===== config.mk =====
export PLATFORM = sky130hd
export DESIGN_NAME = alarm_interval_timer
export DESIGN_NICKNAME = d
export VERILOG_FILES = /design/src/rtl/alarm_interval_timer.sv
export SDC_FILE = /design/constraint.sdc
export NUM_CORES = 1
export LEC_CHECK = 0
export CAP_MARGIN = 0
export CORE_MARGIN = 3
export CORE_UTILIZATION = 48
export CTS_CLUSTER_DIAMETER = 40
export DETAILED_ROUTE_END_ITERATION = 10
export PLACE_DENSITY = 0.77
export SYNTH_ARGS = -nofsm -noshare
export SYNTH_HDL_FRONTEND = slang
export SYNTH_SLANG_ARGS = --single-unit
export TNS_END_PERCENT = 100

===== constraint.sdc =====
create_clock -name clock -period 2.2 [get_ports clock]
set_input_delay 0.22 -clock clock [delete_from_list [all_inputs] [get_ports clock]]
set_output_delay 0.22 -clock clock [all_outputs]
set_load 0.01 [all_outputs]

===== src/rtl/alarm_interval_timer.sv =====
// -----------------------------------------------------------------------------
// alarm_interval_timer
//
// Reads one of the four alarm intervals from the time-parameter register block
// and counts it down in whole seconds.
//
// Operation:
//   - A start_timer request latches interval_sel into the registered `interval`
//     select. The following LOAD cycle captures the 4-bit `value` that the
//     parameter block returns.
//   - The block then counts that value down once per second. `expired` pulses
//     for one cycle when the count completes.
//   - A start_timer request arriving while the block is busy restarts it.
//
// The block also owns the one-second prescaler. It exports the prescaler wrap
// as one_hz_enable for the LED and siren blink logic.
//
// Parameters:
//   ONE_HZ_DIV  clock cycles per one-second tick (>= 2)
//   PRESC_W     prescaler width, 2**PRESC_W >= ONE_HZ_DIV
//
// Ports:
//   clock          system clock, rising edge
//   reset          asynchronous active-low reset
//   start_timer    one-cycle start/restart request
//   interval_sel   requested interval: 00 ARM, 01 DRIVER, 10 PASSENGER,
//                  11 ALARM_ON
//   interval       registered select driven to the parameter block
//   value          interval length in seconds from the parameter block
//   expired        one-cycle pulse when the countdown completes
//   busy           high whenever the timer is not idle
//   remaining      current countdown value in seconds
//   one_hz_enable  one-cycle pulse on each prescaler wrap while counting
// -----------------------------------------------------------------------------
module alarm_interval_timer #(
  parameter int unsigned ONE_HZ_DIV = 10,
  parameter int unsigned PRESC_W    = 4
) (
  input  logic       clock,
  input  logic       reset,
  input  logic       start_timer,
  input  logic [1:0] interval_sel,
  output logic [1:0] interval,
  input  logic [3:0] value,
  output logic       expired,
  output logic       busy,
  output logic [3:0] remaining,
  output logic       one_hz_enable
);

  typedef enum logic [1:0] {
    S_IDLE,
    S_LOAD,
    S_COUNT,
    S_EXPIRE
  } state_t;

  localparam logic [PRESC_W-1:0] PRESC_LAST = PRESC_W'(ONE_HZ_DIV - 1);

  state_t             state_q, state_d;
  logic [1:0]         interval_q, interval_d;
  logic [3:0]         counter_q, counter_d;
  logic [PRESC_W-1:0] presc_q, presc_d;
  logic               tick;

  // A one-second tick exists only while counting.
  assign tick = (state_q == S_COUNT) && (presc_q == PRESC_LAST);

  always_comb begin
    // NOTE: every variable gets a default first so no path leaves it unassigned
    // and no latch is inferred.
    state_d    = state_q;
    interval_d = interval_q;
    counter_d  = counter_q;
    presc_d    = presc_q;

    if (start_timer) begin
      // A start or restart request overrides everything else in the current
      // state. A coincident tick decrement or a pending return to idle is
      // dropped. The counter and prescaler are reloaded in LOAD.
      interval_d = interval_sel;
      state_d    = S_LOAD;
    end else begin
      case (state_q)
        S_IDLE: begin
          presc_d = '0;
        end
        S_LOAD: begin
          // `interval` has been stable for a full cycle, so `value` is valid.
          counter_d = value;
          presc_d   = '0;
          state_d   = (value == 4'd0) ? S_EXPIRE : S_COUNT;
        end
        S_COUNT: begin
          if (tick) begin
            presc_d = '0;
            if (counter_q != 4'd0) begin
              counter_d = counter_q - 4'd1;
            end
            if (counter_q == 4'd1) begin
              state_d = S_EXPIRE;
            end
          end else begin
            presc_d = presc_q + PRESC_W'(1);
          end
        end
        S_EXPIRE: begin
          counter_d = '0;
          presc_d   = '0;
          state_d   = S_IDLE;
        end
        default: begin
          state_d = S_IDLE;
        end
      endcase
    end
  end

  // NOTE: sequential state uses non-blocking assignments so all flops update
  // together from values sampled before the edge.
  always_ff @(posedge clock or negedge reset) begin
    if (!reset) begin
      state_q    <= S_IDLE;
      interval_q <= 2'b00;
      counter_q  <= 4'd0;
      presc_q    <= '0;
    end else begin
      state_q    <= state_d;
      interval_q <= interval_d;
      counter_q  <= counter_d;
      presc_q    <= presc_d;
    end
  end

  // Every output is decoded from registers only. Reset therefore clears the
  // outputs immediately.
  assign interval      = interval_q;
  assign expired       = (state_q == S_EXPIRE);
  assign busy          = (state_q != S_IDLE);
  assign remaining     = counter_q;
  assign one_hz_enable = tick;

endmodule


# Word level (Yosys, flattened, before mapping)
# Cells that the tools add are included.
# Widths: inputs -> output; s select.
# word_totals
reg_bits,12
latch_bits,0
ram_bits,0
mem_bits_ro,0
mem_count,0
# classes
addsub,2
multipliers,0
div,0
magnitude_cmp,0
n_eq_ne,9
shift,0
n_mux,10
bitwise,1
n_reduce_logical,10
# ops
op,n
$mux 4,3
$pmux 4 s3,1
$pmux 4 s2,1
$reduce_bool 4->1,2
$mux 2,3
$pmux 2 s3,1
$add 4x1->4 const B,1
$eq 2x2->1 const B,2
$eq 4x1->1 const B,1
$eq 4x4->1 const B,1
$logic_not 4->1,1
$reduce_and 4->1,1
$sub 4x1->4 const B,1
$ne 3x2->1 const B,1
$ne 3x3->1 const B,1
$reduce_and 3->1,1
$reduce_bool 3->1,1
$reduce_or 3->1,1
$eq 2x1->1 const B,1
$logic_not 2->1,1
$ne 2x1->1 const B,1
$ne 2x2->1 const B,1
$reduce_bool 2->1,1
$logic_and 1x1->1,1
other kinds (2),2

# Longest topological paths before layout
# Gate-level depths: netlist of run 1.
# logic_depth
depth_word,5
depth_mapped,7
depth_no_buf,6

# Least setup slack after synthesis of run 1
# No wires, ideal clock.
# synth_timing
path_type,reg2reg
from,reg counter_q[0] (netlist: remaining[0])
to,reg counter_q[1] (netlist: remaining[1])
setup_ps,125
t_arrival_ps,1624
path_slack_ps,451
stages_incl_launch_ff,7
path_buffers,0
synth_period_minus_slack_ps,1749
cell_sequence,dfrtp_1 inv_1 ha_1 or3b_1 a21oi_2 nor3_2 mux2_4
# synth_between
elab_chain_cells,4
elab_cells_between_ends,7
# synth_lines
item,line,source
start: declaration,62,"logic [3:0] counter_q, counter_d;"
start signal: assignment,130,counter_q <= counter_d;
$sub 4x1->4,98,counter_d = counter_q - 4'd1;
$mux 4,97,if (counter_q != 4'd0) begin
$mux 4,95,if (tick) begin
$pmux 4 s3,84,case (state_q)
# Several ways; a longest one is shown, not always the timed one. The select of a mux whose other input is x is not followed.
# A chain may end at the register's enable or synchronous reset.

# Worst setup path in the final report of run 1
# layout_timing
from,reg state_q[0]
to,out one_hz_enable
# layout_between
elab_chain_cells,2
# layout_lines
item,line,source
start: declaration,60,"state_t state_q, state_d;"
start signal: assignment,128,state_q <= state_d;
$eq 2x2->1,67,assign tick = (state_q == S_COUNT) && (presc_q == PRESC_LAST);
$logic_and 1x1->1,67,
end: declaration,48,output logic one_hz_enable
# Every way passes these cells.

==> metrics.md, run 1 <==
| Metric | Value |
|---|---|
| Cell Chain, Critical Path | `inv_1 -> ha_4 -> inv_2 -> nor2_1 -> clkdlybuf4s50_1` |
| Post-synth top cells | `dfrtp_1, inv_1, ha_1` |
| CTS clock-pin slew for the worst setup and hold paths | `0.07 ns` |
| Hold Buf Count CTS | `0` |
| Via count | `712` |
| Number of cells on the critical path | `5` |
| Pre-Repair DR Iteration Count | `4` |
| Ratio of cells with drive above 1 in the final layout | `0.133` |
| Cell variety after synth | `34` |
| Status | `complete, no violations` |
| Final Instance Area | `0.00104 mm²` |
| Final setup violation count | `0` |
| Unrepaired setup endpoints after global routing | `false` |
| Area grow syn2layout | `29.6%` |
| CP max-delay cell | `clkdlybuf4s50_1` |
| CTS H-Tree Depth | `1` |
| Cell Rows | `14` |
| Critical Path AT | `1.80 ns` |
| GRT Overall Usage | `0.207` |
| Clock Latency Late Sink | `0.28 ns` |
| CTS Buffer Depth | `2` |
| Lkg Pwr | `0.443 nW` |
| Cell taking the most area after synthesis | `dfrtp_1` |
| First-pass GRT wire length | `3.13 mm` |
| Seq cells post-synth | `12` |
| Slew Viols, Final | `0` |
| Wire length per cell | `14.3 µm` |
| Met2 usage | `0.314` |
| Tcrit/Tclk final | `0.919` |
| Core Box Area | `0.00154 mm²` |
| Die X | `46.9 µm` |
| Setup TNS | `0 ns` |
| Most common cell in the netlist | `dfrtp_1` |
| Worst-Margin Slew | `0.544 ns` |
| TritonCTS Sinks | `12` |
| Share of Yosys cell area claimed by the top area cell type | `0.374` |
| HPWL after DPL | `1.31 mm` |
| # port buffers | `17` |
| Fmax | `0.495 GHz` |
| Max_slew headroom | `0.636` |
| Post-layout minimum cycle time | `2.02 ns` |
| Initial antenna violation count | `0` |
| CTS tree | `done` |
| Starting DRC count in detailed routing | `15` |
| Final #Nets | `123` |
| Hold Crit Class | `input port to async pin` |
| RePlAce Congestion | `0.758` |
| Element type at the critical path end | `output pin` |
| Synthesized area | `802 µm²` |
| Post-DRT Antenna Nets | `0` |
| Final wirelength | `1.73 mm` |
| Die height | `46.9 µm` |
| Mapped Avg Cell Area | `9.44 µm²` |
| Critical path class | `flip-flop to output pin` |
| EDFF count, synth | `0` |
| GR Layer Usage met1 | `0.251` |
| GRT met3 Usage | `0.0766` |
| WP buf/inv | `3` |
| Root Driver | `clkbuf_4` |
| Diodes inserted | `0` |
| Register area share after synthesis | `0.374` |
| Synth warn | `0` |
| CTS resizes | `1` |
| Max incr delay on CP | `0.54 ns` |
| Vias in the first global route | `695` |
| Remaining global-route overflow | `0` |
| PwrDens | `1110 mW/mm²` |
| DRC viols | `0` |
| Setup bufs post-CTS | `0` |
| Initial Utilization | `0.520` |
| Synth area leaders | `dfrtp_1, ha_1, inv_1, mux2_2, o41ai_1` |
| CTS buffer count | `3` |
| Fillers | `128` |
| CP Max Fanout | `10` |
| Delay-heaviest family, CP | `buffers and inverters` |
| Post-synthesis cell count | `85` |
| Ys flop type | `dfrtp_1` |
| Post-DP Area | `991 µm²` |
| Mapped Nets | `102` |
| Die area | `0.00220 mm²` |
| Final hold vios | `0` |
| Clk_skew | `0.00192 ns` |
| Largest net degree at the start of global routing | `13` |
| Share of flip-flops with an asynchronous set or reset | `1.00` |
| Max Cap Viol | `0` |
| Via/cell ratio | `5.88` |
| Crit path required time | `1.98 ns` |
| VDD IR max | `0.794 mV` |
| CP Launch Type | `flip-flop` |
| Boundary Pins | `18` |
| R2r worst-path depth | `6` |
| GRT Max-Usage Layer | `met2` |
## worst register-to-register path: stages (launching register included)
cell and delay (ns):
dfrtp_1 0.44, inv_1 0.08, ha_1 0.21, or3b_1 0.38, a21oi_2 0.24, nor3_2 0.09, mux2_4 0.30
## area by class of cell
type / count / area [µm²] / area share
multi-input combinational: 61 / 468 / 0.450
inverter: 10 / 37.5 / 0.0361
clock buffer: 4 / 36.3 / 0.0349
timing repair buffer: 18 / 178 / 0.171
sequential: 12 / 300 / 0.289
tap: 16 / 20.0 / 0.0193
## kinds of logic after synthesis
logic type,after synthesis,synth area share
AO/OA/AOI/OAI,25,0.209
AND/OR/NAND/NOR,23,0.161
buffers and inverters,12,0.0577
flip-flops,12,0.374
adder cells (fa/ha/maj),8,0.125
multiplexers,5,0.0733
## power breakdown
part	internal, W	total [W]	switching (W)	leakage [nW]
logic	0.000312	0.000610	0.000298	0.271
clock network	0.000101	0.000176	0.0000756	0.0210
registers	0.000282	0.000363	0.0000813	0.151
## metal layers
metal  up-vias  part of all wire
met5         -                 0
met1       329              0.43
met4         0             0.036
met3         7             0.068
met2        24              0.47
li1        352                 -
## cells in the final DEF (no fill, tap or decap), types with 2 or more instances in the layout
cell type         n
o21ai_0           4
a21oi_1           4
clkdlybuf4s50_1  17
o41ai_1           3
nor3_1            3
a211oi_1          2
inv_1             9
nand2_1           5
a31oi_1           4
clkbuf_4          3
dfrtp_1          12
ha_1              7
nand2b_1          2
nor2_1            4
nand3_1           2
mux2_2            3
## state kept, by name, summed over array words and instances, names as in the netlist
signal,count
remaining,4
presc_q,4
interval,2
state_q,2
## final timing paths
path | start | endpoint | slack, ns
worst max-delay path | state_q[0] | one_hz_enable | 0.18
worst min-delay path | reset | remaining[1] | 0.29
worst max register to register | remaining[0] | remaining[1] | 0.34
worst min register to register | interval[1] | interval[1] | 0.51
max in group asynchronous | reset | interval[0] | 1.55
min in group clock | interval[1] | interval[1] | 0.51
## through the flow
stage	cells	setup slack, ns	power, W	hold WS (ns)	utilization
after floorplan	85	0.451	0.000739	-0.0756	-
after global placement	117	0.358	0.000942	0.488	0.643
after detailed placement	117	0.291	0.000958	0.496	0.643
final	121	0.178	0.00115	0.289	0.675
after global routing	121	0.0348	0.00127	0.315	0.675
after CTS	121	0.0884	0.00115	0.295	0.668
(Power assumes the default switching activity.)
==> run 2, diff against run 1 <==
--- a/config.mk
+++ b/config.mk
@@ -11,6 +11,7 @@
 export CTS_CLUSTER_DIAMETER = 40
 export DETAILED_ROUTE_END_ITERATION = 10
 export PLACE_DENSITY = 0.77
+export SKIP_LAST_GASP = 1
 export SYNTH_ARGS = -nofsm -noshare
 export SYNTH_HDL_FRONTEND = slang
 export SYNTH_SLANG_ARGS = --single-unit
==> results of run 2 <==
Same layout as run 1: the final DEF is identical, and so are final timing and power.
